===== src/rtl/poly_eval_gf32.sv =====
// Horner evaluation of a GF256-coefficient polynomial at T points in GF(2^32), sharing one external multiplier.
// Build option: define POLY_EVAL_LEADING_SKIP_EN to seed accumulators with the leading coefficient (saves T multiplies).
module poly_eval_gf32 #(
  parameter int M = 230,
  parameter int T = 3,
  localparam int AW = (M > 1) ? $clog2(M) : 1
) (
  input  logic            i_clk,
  input  logic            i_rst,
  input  logic            i_start,
  input  logic [32*T-1:0] i_r,
  output logic [AW-1:0]   o_coef_addr,
  output logic            o_coef_rd,
  input  logic [7:0]      i_coef,
  output logic            o_start_mul32,
  output logic [31:0]     o_x_mul32,
  output logic [31:0]     o_y_mul32,
  input  logic [31:0]     i_o_mul32,
  input  logic            i_done_mul32,
  output logic [32*T-1:0] o_eval,
  output logic            o_busy,
  output logic            o_done
);
  localparam int JW = (T > 1) ? $clog2(T) : 1;

  localparam logic [2:0] IDLE      = 3'd0;
  localparam logic [2:0] READ      = 3'd1;
  localparam logic [2:0] LATCH     = 3'd2;
  localparam logic [2:0] MUL_START = 3'd3;
  localparam logic [2:0] MUL_WAIT  = 3'd4;
  localparam logic [2:0] ACC       = 3'd5;
  localparam logic [2:0] NEXT      = 3'd6;
  localparam logic [2:0] DONE      = 3'd7;

  logic [2:0]          state;
  logic [AW-1:0]       addr;
  logic [JW-1:0]       j;
  logic [7:0]          coef;
  logic [T-1:0][31:0]  acc;
  logic [T-1:0][31:0]  r_q;
  logic [T-1:0][31:0]  eval;

  always_ff @(posedge i_clk) begin
    if (i_rst) begin
      state <= IDLE;
      addr  <= '0;
      j     <= '0;
      coef  <= '0;
      acc   <= '0;
      r_q   <= '0;
      eval  <= '0;
    end else begin
      case (state)
        IDLE: if (i_start) begin
          acc   <= '0;
          addr  <= AW'(M - 1);
          r_q   <= i_r;
          state <= READ;
        end
        READ: state <= LATCH;
        LATCH: begin
          coef <= i_coef;
          j    <= '0;
`ifdef POLY_EVAL_LEADING_SKIP_EN
          // Leading coefficient: acc is still zero, so 0*r^c reduces to just c.
          if (addr == AW'(M - 1)) begin
            for (int t = 0; t < T; t++) acc[t] <= {24'h0, i_coef};
            state <= NEXT;
          end else begin
            state <= MUL_START;
          end
`else
          state <= MUL_START;
`endif
        end
        MUL_START: state <= MUL_WAIT;
        MUL_WAIT: if (i_done_mul32) begin
          acc[j] <= i_o_mul32 ^ {24'h0, coef};
          state  <= ACC;
        end
        ACC: if (j == JW'(T - 1)) begin
          state <= NEXT;
        end else begin
          j     <= j + 1'b1;
          state <= MUL_START;
        end
        NEXT: if (addr == '0) begin
          state <= DONE;
        end else begin
          addr  <= addr - 1'b1;
          state <= READ;
        end
        DONE: begin
          eval  <= acc;
          state <= IDLE;
        end
        default: state <= IDLE;
      endcase
    end
  end

  // Operands are muxed straight from registers, so they stay stable through MUL_WAIT.
  assign o_coef_addr   = addr;
  assign o_coef_rd     = (state == READ);
  assign o_start_mul32 = (state == MUL_START);
  assign o_x_mul32     = acc[j];
  assign o_y_mul32     = r_q[j];
  assign o_eval        = eval;
  assign o_busy        = (state != IDLE);
  assign o_done        = (state == DONE);
endmodule


===== config.mk =====
export PLATFORM = sky130hd
export DESIGN_NAME = poly_eval_gf32
export DESIGN_NICKNAME = d
export VERILOG_FILES = /design/src/rtl/poly_eval_gf32.sv
export SDC_FILE = /design/constraint.sdc
export NUM_CORES = 1
export LEC_CHECK = 0
export BUFFER_PORTS_ARGS = -buffer_cell sky130_fd_sc_hd__buf_2
export CAP_MARGIN = 40
export CORE_ASPECT_RATIO = 1.4
export CORE_MARGIN = 2
export CORE_UTILIZATION = 42
export CTS_CLUSTER_DIAMETER = 80
export DETAILED_ROUTE_END_ITERATION = 10
export GPL_TIMING_DRIVEN = 0
export MAX_ROUTING_LAYER = met4
export PLACE_DENSITY = 0.67
export SLEW_MARGIN = 30
export SYNTH_ARGS = -nofsm -noshare
export SYNTH_HDL_FRONTEND = slang
export SYNTH_SLANG_ARGS = --single-unit

===== constraint.sdc =====
create_clock -name i_clk -period 7.29 [get_ports i_clk]
set_input_delay 0.729 -clock i_clk [delete_from_list [all_inputs] [get_ports i_clk]]
set_output_delay 0.729 -clock i_clk [all_outputs]
set_load 0.02 [all_outputs]

[Word-level counts from Yosys, hierarchy flattened]
Index checks and enable logic that the tools add are counted.
Word-level totals
  register bits after elaboration: 309
  bits in latches: 0
  memory bits (writable): 0
  memory bits (read-only): 0
  input bits: 140
  output and inout port bits: 172
  logic and storage cells: 62
  memories kept: 0
Operators by class
  add/sub/neg operators: 2
  multiply operators: 0
  divide/modulo/power cells: 0
  $lt $le $gt $ge: 2
  eq/ne operators: 12
  shift-type cells: 0
  mux-type cells: 20
  bitwise gates (word level): 1
  reduce and logical (&&, ||, !) cells: 12
Operator list (number)
  $mux 96: 2
  $pmux 96 s2: 1
  $bmux 32 s2: 2
  $bwmux 96: 1
  $mux 32: 3
  $demux 32 s2: 1
  $xor 32x8->32: 1
  $pmux 3 s8: 1
  $mux 8: 2
  $pmux 8 s2: 1
  $eq 3x3->1 const B: 4
  $mux 3: 4
  $logic_not 8->1: 1
  $ne 2x2->1 const B: 4
  $sub 8x1->8 const B: 1
  $eq 3x2->1 const B: 2
  $reduce_and 2->1: 3
  $reduce_and 3->1: 2
  $reduce_bool 2->1: 3
  $pmux 2 s2: 1
  $eq 3x1->1 const B: 1
  $logic_not 3->1: 1
  $lt 2x3->1 const B: 1
  $reduce_bool 3->1: 1
  5 further kinds: 5

[Depth between registers and ports, before layout]
  depth after elaboration: 7
  gate-level depth with buffers: 11

[Worst setup path before layout]
No wires, ideal clock.
  path kind: register to register
  start: reg j[0]
  end: reg acc[75] (netlist bit)
  arrival: 2.308 ns
  data required time: 7.220 ns
  path slack: 4.912 ns
  stages on the path, launching flop included: 12
  buffers on the path: 5
  clock period less this slack: 2.378 ns
  cells stage by stage: dfxtp_1 > clkbuf_1 > buf_2 > buf_2 > inv_1 > ha_1 > and3_1 > o21ai_1 > buf_2 > clkbuf_1 > nand2_1 > a21oi_1
Between the ends
  longest elaborated chain between the ends: 7
  elaborated cells on any way between the ends: 8
RTL lines
  start: declaration: line 37  | logic [JW-1:0] j;
  start signal: assignment: line 84  | j <= j + 1'b1;
  $lt 2x3->1 (not written as such) or $ge 2x1->1 (tied branches): line 78  | acc[j] <= i_o_mul32 ^ {24'h0, coef};
  $logic_and 1x1->1 (not written as such): line 78
  $mux 32 (not written as such): line 78
  $demux 32 s2 *: line 78
  $bwmux 96 *: line 78
  $mux 96 *: line 77  | MUL_WAIT: if (i_done_mul32) begin
  $pmux 96 s2 *: line 53  | case (state)
  end signal: indexed assignment: line 78
  end: declaration: line 39  | logic [T-1:0][31:0] acc;
Every way passes the cells marked *; elsewhere a longest branch is shown, timed or not. The select of a mux whose other input is x is not followed.
A chain may end at the register's enable or synchronous reset.

[Final worst setup path]
  start: reg j[1]
  end: out o_x_mul32[27]
Between the ends
  longest elaborated chain between the ends: 2
RTL lines
  $bmux 32 s2: line 106  | assign o_x_mul32 = acc[j];
  $mux 32 (not written as such): line 106
  end: declaration: line 16  | output logic [31:0] o_x_mul32,
No other way between the ends. The select of a mux whose other input is x is not followed.

==> results_dict.tcl <==
set metrics [dict create \
    yosys_warnings 0 \
    cts_max_level 1 \
    maxCapViolCount 0 \
    rsz0062_at_grt "no" \
    via_count 12250 \
    synth_seq_cells 309 \
    cts_root_buffer "clkbuf_16" \
    hpwlAfterDp_um 32050 \
    synth_flop_cell "dfxtp_1" \
    cts_tree "yes" \
    skew_ps 16.56 \
    gp_congestion 0.9055 \
    dpl_worst_slack_ps 4060 \
    io_buffers 310 \
    min_delay_path_depth 3 \
    drc 0 \
    grtUsageTotal 0.2699 \
    first_pass_iters 5 \
    reg2reg_setup_slack_ps 4010 \
    antenna_found_initial 5 \
    whs_endpoint "r_q[65]$_SDFFE_PP0P_" \
    syn_inst 1614 \
    muxShareOfSynthArea 0.05942 \
    async_flop_share 0 \
    final_net_count 2104 \
    clk_pin_slew_worst_paths_ps 70 \
    synth_simple_gate_area_frac 0.2311 \
    r2r_end "acc[83]$_SDFFE_PP0P_" \
    ant_nets 0 \
    die_w_um 149.6 \
    rr_worst_depth 11 \
    final_area_mm2 0.01551 \
    hp-class "in2reg" \
    synth_compound_area_frac 0.1562 \
    clock_path_buffers 3 \
    cts_made_buffers 30 \
    cts_hold_buf 0 \
    first_iter_violations 538 \
    max-vdd-ir-drop_mv 0.2147 \
    areaGrowthSynthToFinish_pct 24.41 \
    final-seq-area_mm2 0.006186 \
    p_per_area_mw_per_mm2 238.8 \
    critPathMaxFanout 10 \
    grt.overflow.total 0 \
    endpoint_kind "primary output" \
    placed_cell_area_mm2 0.01451 \
    worstMarginPinSlew_ps 849.8 \
    cp.arrival_ps 3070 \
    hold_violations 0 \
    grt_pass1_vias 12090 \
    ios 312 \
    start_util 0.4274 \
    synth_nets 1759 \
    max_freq_ghz 0.2629 \
    grt_pass1_wl_um 63940 \
    routedWlPerCell_um 17.78 \
    fin_crit_sh 0.5217 \
    via_per_inst 5.177 \
    die_area_mm2 0.03109 \
    start_kind "register" \
    status "finished, final reports clean" \
    period_needed_ps 3803 \
    synth_fa_ha_area_frac 0.005019 \
    timing.rr.start "j[0]$_SDFFE_PP0P_" \
    p_leak_nw 5.944 \
    finalNonFillerCells 2366 \
    multi_input_area_mm2 0.005727 \
    cts_sinks 309 \
    rows 74 \
    slew_headroom 0.4334 \
    synth-edff-count 0 \
    setup_slack_ps 3487 \
    synth.largest_area_cell "dfxtp_1" \
    grt_max_degree 16 \
    finalMaxSlewViolations 0 \
    fillerInstances 2857 \
    synth_top_family_by_area "simple AND/OR/NAND/NOR gates" \
    postCtsSetupRepairBufs 0 \
    drive_above_1_share 0.2034 \
    setup-violations-final 0 \
    synth.lib_cells_used.distinct 40 \
    synth.area.top_cells "dfxtp_1 (50%), nand2_1 (17%), a21oi_1 (12%), mux2i_1 (5.9%), nand3_1 (2.9%)" \
    clk_latency_ps 580 \
    synth_top_cell_area_share 0.4962 \
    die_y_um 207.8 \
    crit_type "reg2out" \
    yosysSeqAreaShare 0.4962 \
    min_from "i_r[65]" \
    timing.hold.ws_ps 380.6 \
    cts_resized 0 \
    required_ps 6560 \
    tns_ps 0 \
    avgSynthCellArea_um2 7.723 \
    syn_area_mm2 0.01247 \
    drt-total-wl_um 42080 \
    core_area_mm2 0.02917 \
    synth-xor-area-share 0.007729 \
    dp_cells 2306 \
]
## power breakdown
part | leakage, nW | total (mW) | internal [mW] | switching (mW)
registers | 2.50 | 1.77 | 1.74 | 0.0308
clock network | 0.477 | 1.53 | 0.847 | 0.679
logic | 2.96 | 0.408 | 0.129 | 0.279
## state kept, by name, summed over array words and instances (netlist names)
signal,flops
o_coef_addr,8
acc,96
o_eval,96
r_q,96
state,3
coef,8
j,2
## worst max-delay path, stage by stage, from the launching register on
cell	delay (ps)
dfxtp_1	400
buf_2	300
inv_1	120
nor2_1	410
buf_4	250
clkbuf_1	470
nand2_1	110
o21ai_0	180
buf_2	250
## Yosys cell counts (2+ instances only)
cell and number:
nand2_1 552, dfxtp_1 309, a21oi_1 298, clkbuf_1 94, mux2i_1 74, nand3_1 73
o21ai_0 44, buf_2 31, or3_1 26, o21ai_1 25, nor2_1 17, xnor2_1 11
buf_1 5, ha_1 5, nor3_1 5, and2_1 4, inv_1 4, and3_1 3
nand2b_1 3, nor2b_1 3, o21a_1 3, a2111oi_0 2, a211oi_1 2, a31oi_1 2
nor3b_1 2, nor3b_2 2, nor4_1 2
## layer usage
layer / global-route usage / routed length [um]
met2: 0.4835 / 21730
met4: 0.1015 / 1400
met3: 0.05341 / 3260
met1: 0.2903 / 15690
met5: - / 0
## per-stage QoR
step                  util  power, mW
finish              0.5317      3.703
global route        0.5317      3.836
CTS                 0.5309      3.725
detailed placement  0.4976      2.213
global placement    0.4969      2.206
floorplan                -      2.041
## cells by family after synthesis
family / count (synthesis)
fa+ha+maj: 5
simple gates: 698
xor+xnor: 11
mux: 74
compound gates: 381
buf+inv: 136
flops: 309
## layout make-up
type,instances,share of cell area
Multi-Input combinational cell,1169,0.3693
Inverter,5,0.001210
Timing Repair Buffer,313,0.1020
Sequential cell,309,0.3989
Clock inverter,12,0.005567
Buffer,131,0.03453
Antenna cell,5,0.0008068
Tap cell,380,0.03066
Clock buffer,42,0.05712
## placed cells by master (no fill, tap or decap), drive strengths merged, types with 3 or more instances in the layout
master,Yosys,routed
nor3b,4,4
nor3,5,5
and2,4,4
nand3,73,73
ha,5,5
or3,26,26
clkbuf,94,136
dfxtp,309,309
xnor2,11,11
mux2i,74,74
clkinvlp,0,3
inv,5,5
a21oi,298,298
diode,0,5
nand2b,3,3
nor2b,3,3
clkinv,0,9
o21ai,69,69
nand2,552,552
buf,37,350
and3,3,3
o21a,3,3
nor2,17,17
## worst max-delay path by stage
stage / from / endpoint / cells after the start
after CTS: j[1]$_SDFFE_PP0P_ / o_x_mul32[27] / 8
after global routing: j[1]$_SDFFE_PP0P_ / o_x_mul32[27] / 8
after detailed placement: j[1]$_SDFFE_PP0P_ / o_x_mul32[27] / 8
final: j[1]$_SDFFE_PP0P_ / o_x_mul32[27] / 8
after floorplan: j[0]$_SDFFE_PP0P_ / acc[75]$_SDFFE_PP0P_ / 11
after global placement: j[1]$_SDFFE_PP0P_ / o_x_mul32[27] / 7
(Power assumes the default switching activity.)
